===== src/rtl/div_operand_issuer.sv =====
// rtl/div_operand_issuer.sv - operand FIFO and start/hold sequencer in front of a restoring divider
// Defining DIV_TIMEOUT_EN adds a watchdog that forces an error result after TIMEOUT_CYC cycles in WAIT.
module div_operand_issuer #(
    parameter int WIDTH       = 8,
    parameter int DEPTH       = 2,
    parameter int TIMEOUT_CYC = 64
) (
    input  logic             i_clk,
    input  logic             i_rst,
    input  logic             in_valid,
    output logic             in_ready,
    input  logic [WIDTH-1:0] in_dividend,
    input  logic [WIDTH-1:0] in_divisor,
    output logic             start,
    output logic [WIDTH-1:0] dividend_o,
    output logic [WIDTH-1:0] divisor_o,
    input  logic             core_done,
    input  logic [WIDTH-1:0] core_q,
    input  logic [WIDTH-1:0] core_r,
    output logic             out_valid,
    input  logic             out_ready,
    output logic [WIDTH-1:0] out_q,
    output logic [WIDTH-1:0] out_r,
    output logic             out_dbz,
    output logic             out_err,
    output logic             busy
);
    localparam int AW = $clog2(DEPTH);

    localparam logic [1:0] S_IDLE  = 2'd0;
    localparam logic [1:0] S_ISSUE = 2'd1;
    localparam logic [1:0] S_WAIT  = 2'd2;
    localparam logic [1:0] S_HOLD  = 2'd3;

    generate
        if (DEPTH < 2 || (DEPTH & (DEPTH - 1)) != 0 || TIMEOUT_CYC < 1) begin : g_bad_param
            $error("div_operand_issuer: DEPTH must be a power of 2 >= 2 and TIMEOUT_CYC >= 1");
        end
    endgenerate

    logic [1:0]       state;
    logic [WIDTH-1:0] mem_dividend [DEPTH];
    logic [WIDTH-1:0] mem_divisor  [DEPTH];
    logic [AW-1:0]    wr_ptr;
    logic [AW-1:0]    rd_ptr;
    logic [AW:0]      count;
    logic             fifo_empty;
    logic             fifo_full;
    logic             push;
    logic             pop;

    assign fifo_empty = (count == '0);
    assign fifo_full  = (count == (AW+1)'(DEPTH));
    assign in_ready   = !i_rst && !fifo_full;
    assign push       = in_valid && in_ready;
    // The head is only released once its result has been taken downstream.
    assign pop        = (state == S_HOLD) && out_ready;

    assign start      = (state == S_ISSUE);
    assign out_valid  = (state == S_HOLD);
    assign dividend_o = mem_dividend[rd_ptr];
    assign divisor_o  = mem_divisor[rd_ptr];
    assign busy       = (state != S_IDLE) || !fifo_empty;

    always_ff @(posedge i_clk) begin
        if (push) begin
            mem_dividend[wr_ptr] <= in_dividend;
            mem_divisor[wr_ptr]  <= in_divisor;
        end
    end

    always_ff @(posedge i_clk) begin
        if (i_rst) begin
            wr_ptr <= '0;
            rd_ptr <= '0;
            count  <= '0;
        end else begin
            if (push) wr_ptr <= wr_ptr + 1'b1;
            if (pop)  rd_ptr <= rd_ptr + 1'b1;
            case ({push, pop})
                2'b10:   count <= count + 1'b1;
                2'b01:   count <= count - 1'b1;
                default: count <= count;
            endcase
        end
    end

`ifdef DIV_TIMEOUT_EN
    localparam int WD_W = $clog2(TIMEOUT_CYC + 1);
    logic [WD_W-1:0] wd_cnt;
    logic            err_q;
    assign out_err = err_q;
`else
    assign out_err = 1'b0;
`endif

    always_ff @(posedge i_clk) begin
        if (i_rst) begin
            state   <= S_IDLE;
            out_q   <= '0;
            out_r   <= '0;
            out_dbz <= 1'b0;
`ifdef DIV_TIMEOUT_EN
            err_q   <= 1'b0;
            wd_cnt  <= '0;
`endif
        end else begin
            case (state)
                S_IDLE: begin
                    if (!fifo_empty) begin
                        if (divisor_o == '0) begin
                            out_q   <= '1;
                            out_r   <= dividend_o;
                            out_dbz <= 1'b1;
`ifdef DIV_TIMEOUT_EN
                            err_q   <= 1'b0;
`endif
                            state   <= S_HOLD;
                        end else begin
                            state   <= S_ISSUE;
                        end
                    end
                end
                S_ISSUE: begin
`ifdef DIV_TIMEOUT_EN
                    wd_cnt <= '0;
`endif
                    state  <= S_WAIT;
                end
                S_WAIT: begin
                    if (core_done) begin
                        out_q   <= core_q;
                        out_r   <= core_r;
                        out_dbz <= 1'b0;
`ifdef DIV_TIMEOUT_EN
                        err_q   <= 1'b0;
`endif
                        state   <= S_HOLD;
                    end
`ifdef DIV_TIMEOUT_EN
                    // wd_cnt holds the number of WAIT cycles already completed.
                    else if (wd_cnt == WD_W'(TIMEOUT_CYC - 1)) begin
                        out_q   <= '0;
                        out_r   <= '0;
                        out_dbz <= 1'b0;
                        err_q   <= 1'b1;
                        state   <= S_HOLD;
                    end else begin
                        wd_cnt  <= wd_cnt + 1'b1;
                    end
`endif
                end
                S_HOLD: begin
                    if (out_ready) state <= S_IDLE;
                end
                default: state <= S_IDLE;
            endcase
        end
    end

endmodule


===== config.mk =====
export PLATFORM = sky130hd
export DESIGN_NAME = div_operand_issuer
export DESIGN_NICKNAME = d
export VERILOG_FILES = /design/src/rtl/div_operand_issuer.sv
export SDC_FILE = /design/constraint.sdc
export NUM_CORES = 1
export LEC_CHECK = 0
export ABC_AREA = 1
export BUFFER_PORTS_ARGS = -buffer_cell sky130_fd_sc_hd__buf_2
export CAP_MARGIN = 0
export CORE_MARGIN = 3
export CORE_UTILIZATION = 51
export CTS_CLUSTER_SIZE = 12
export DETAILED_ROUTE_END_ITERATION = 10
export PLACE_DENSITY = 0.79
export SYNTH_ARGS = -nofsm -noshare
export SYNTH_HDL_FRONTEND = slang
export SYNTH_SLANG_ARGS = --single-unit
export TNS_END_PERCENT = 50

===== constraint.sdc =====
create_clock -name i_clk -period 2.2 [get_ports i_clk]
set_input_delay 0.11 -clock i_clk [delete_from_list [all_inputs] [get_ports i_clk]]
set_output_delay 0.11 -clock i_clk [all_outputs]
set_load 0.1 [all_outputs]

==> metrics.md <==
| Metric | Value |
|---|---|
| Min-delay src | core_q[2] |
| Critical Path AT | 1.75 ns |
| Drt first pass iters | 4 |
| Most common cell after layout, fill and taps aside | nand2_1 |
| Largest family of logic cells by synthesized area | simple AND/OR/NAND/NOR gates |
| Chip width | 77.0 um |
| Core Box Area | 4790 um^2 |
| Vias in the first global route | 1,948 |
| Initial core utilization | 0.538 |
| Final Max Tran Viols | 0 |
| Overall routed net length | 5.29 mm |
| Routability cong. | 0.800 |
| Ant diodes | 0 |
| VDD IR max | 0.000756 V |
| Via count | 2,075 |
| Die area | 5940 um^2 |
| Filler Cell Count | 426 |
| RSZ-0062 raised after global routing | no |
| Max-Cap Viols | 0 |
| Crit Path Category | reg -> out |
| Commonest cells after routing, fill and taps aside | 74 x nand2_1, 73 x buf_2, 42 x inv_1 |
| Synth Area in Simple Gates | 0.223 |
| Final Power | 4.50 mW |
| Ys flop type | edfxtp_1 |
| Largest net degree at the start of global routing | 23 |
| Post-synthesis compound-gate area fraction | 0.0783 |
| Worst path cell trace | clkinv_4, nand2_1, nand2_1, inv_1, buf_2 |
| WP data required | 2.09 ns |
| Hpwl dp | 3.81 mm |
| CP max stage cell | dfxtp_1 |
| Clock skew | 0.0135 ns |
| DRC viols | 0 |
| Number of flops mapped to enable cells by yosys | 32 |
| Fraction of layout instances using a drive strength above 1 | 0.281 |
| Pre-CTS setup slack | 0.358 ns |
| Reg clk slew, reported paths | 0.10 ns |
| Drt wl/cell | 11.8 um |
| Post-layout util | 0.674 |
| Seq/Total Area, Yosys | 0.560 |
| DIE HEIGHT | 77.0 um |
| Total CTS buffers | 5 |
| FP Rows | 25 |
| Rel. slew slack | 0.588 |
| Final worst-path cycle share | 0.847 |
| Root Driver | clkbuf_8 |
| Min Hold Slack | 0.0394 ns |
| Crit Path Max Fanout | 16 |
| Clock sink count | 56 |
| Fin crit period | 1.86 ns |
| First-pass GRT wire length | 8.89 mm |
| Synthesized net count | 333 |
| Post-CTS Setup Bufs | 0 |
| Startpoint class of the critical path | register |
| Grt ovf | 0 |
| Tot GR Track Use | 0.188 |
| Post-Synth XOR/XNOR Area | 0.00340 |
| Synthesized-area fraction occupied by adder cells | 0.0292 |
| Iteration-0 DRC Markers | 101 |
| Buffers on Ports | 73 |
| Most frequent cell on the critical path | nand2_1 |
| Count of unique library cells instantiated by Yosys | 25 |
| CTS tree | done |
| Mux cell area share after synthesis | 0 |
| Async set or reset register ratio after synthesis | 0 |
| Final setup margin | 0.337 ns |
| Seq cells post-synth | 56 |
| Mapped Cells | 290 |
| Clk_lat worst skew | 0.30 ns |
| Mapped Area | 2570 um^2 |
| Setup-failing EPs final | 0 |
| Num ports | 75 |
| Slowest stage delay, CP | 0.58 ns |
| Yosys warnings | 0 |
| Clk buf depth | 2 |
| Antenna Violating Nets Remaining | 0 |
| Slew @ Worst Pin | 0.617 ns |
| H-tree levels | 2 |
| Area Growth Syn to Fin | 25.3% |
| Hold Vio Cnt, Final | 0 |
| Status | complete, no violations |
| Pwr Density | 1390 nW/um^2 |
| Drt via density | 4.63 |
| Leakage dissipation | 1.57 nW |
| Final net count | 423 |
| Hold crit path type | in -> reg |
| Fmax | 0.537 GHz |
| Mean Syn Cell Area | 8.87 um^2 |
| Initial antenna violation count | 0 |
| Worst setup EP type | primary output |
## critical path: cells and delay by family, from the launching register on
kind,cells,cell delay [ns]
and+or+nand+nor,2,0.17
DFF,1,0.58
buffers and inverters,3,0.69
## routing by layer
layer | track usage | part of all wire
met5 | 0 | 0
met4 | 0.0587 | 0.0076
met3 | 0.0399 | 0.057
met2 | 0.325 | 0.50
met1 | 0.237 | 0.43
## kinds of logic (layout without fill, tap and decap cells)
group / Yosys count / count (layout)
buffers and inverters: 55 / 146
other: 1 / 1
xor gates and xnor gates: 1 / 1
AOI/OAI and AO/OA: 40 / 40
and+or+nand+nor: 131 / 131
adders and majority gates: 6 / 6
DFF: 56 / 56
## power breakdown
part           internal, mW  switching (mW)
clock                 0.227           0.318
combinational         0.478            2.08
sequential             1.29          0.0992
total                  2.00            2.50
## through the flow
stage / setup TNS (ns) / cells / instance area (um^2)
5_1_grt: 0 / 448 / 3230
4_1_cts: 0 / 448 / 3230
2_1_floorplan: -8.00 / 290 / 2580
6_report: 0 / 448 / 3230
3_5_place_dp: 0 / 424 / 2980
3_3_place_gp: 0 / 424 / 2980
## cell type report
| class | instances | area [um^2] | share of cell area |
|---|---|---|---|
| Sequential cell | 56 | 1440 | 0.447 |
| Inverter | 43 | 166 | 0.0516 |
| Timing Repair Buffer | 95 | 571 | 0.177 |
| Multi-Input combinational cell | 179 | 875 | 0.271 |
| Clock inverter | 2 | 16.3 | 0.00504 |
| Tap cell | 67 | 83.8 | 0.0260 |
| Clock buffer | 6 | 72.6 | 0.0225 |
## registers in the layout, summed over array words and instances, names as in the netlist, named ones only
name and flops:
out_r 8, mem_dividend 16, rd_ptr 1, out_dbz 1, count 2, out_q 8
mem_divisor 16, state 2, wr_ptr 1
## worst paths after layout
| kind | slack (ns) | cells past startpoint | end |
|---|---|---|---|
| max | 0.34 | 5 | divisor_o[0] |
| min | 0.04 | 3 | out_q[2] |
| max reg2reg | 0.36 | 9 | out_q[6] |
| min reg2reg | 0.49 | 2 | out_r[2] |
## Yosys cell counts, types with 2 or more instances
master / count / area (um^2)
nand2_1: 74 / 278
o21ai_0: 5 / 25.0
nand2_2: 8 / 50.1
clkbuf_1: 2 / 7.51
a21oi_1: 33 / 165
nor2_2: 8 / 50.1
buf_6: 2 / 22.5
ha_1: 6 / 75.1
buf_2: 3 / 15.0
edfxtp_1: 32 / 961
nor2_1: 28 / 105
buf_4: 3 / 22.5
dfxtp_1: 24 / 480
nand3_1: 10 / 50.1
inv_1: 42 / 158
## what timing repair did
| item | in CTS | in global routing |
|---|---|---|
| hold buffers | 16 | 0 |
| resized for setup | 0 | 0 |
| hold endpoints to repair | 31 | 0 |
| endpoints found under the setup margin | 0 | 0 |
(Power assumes the default switching activity.)
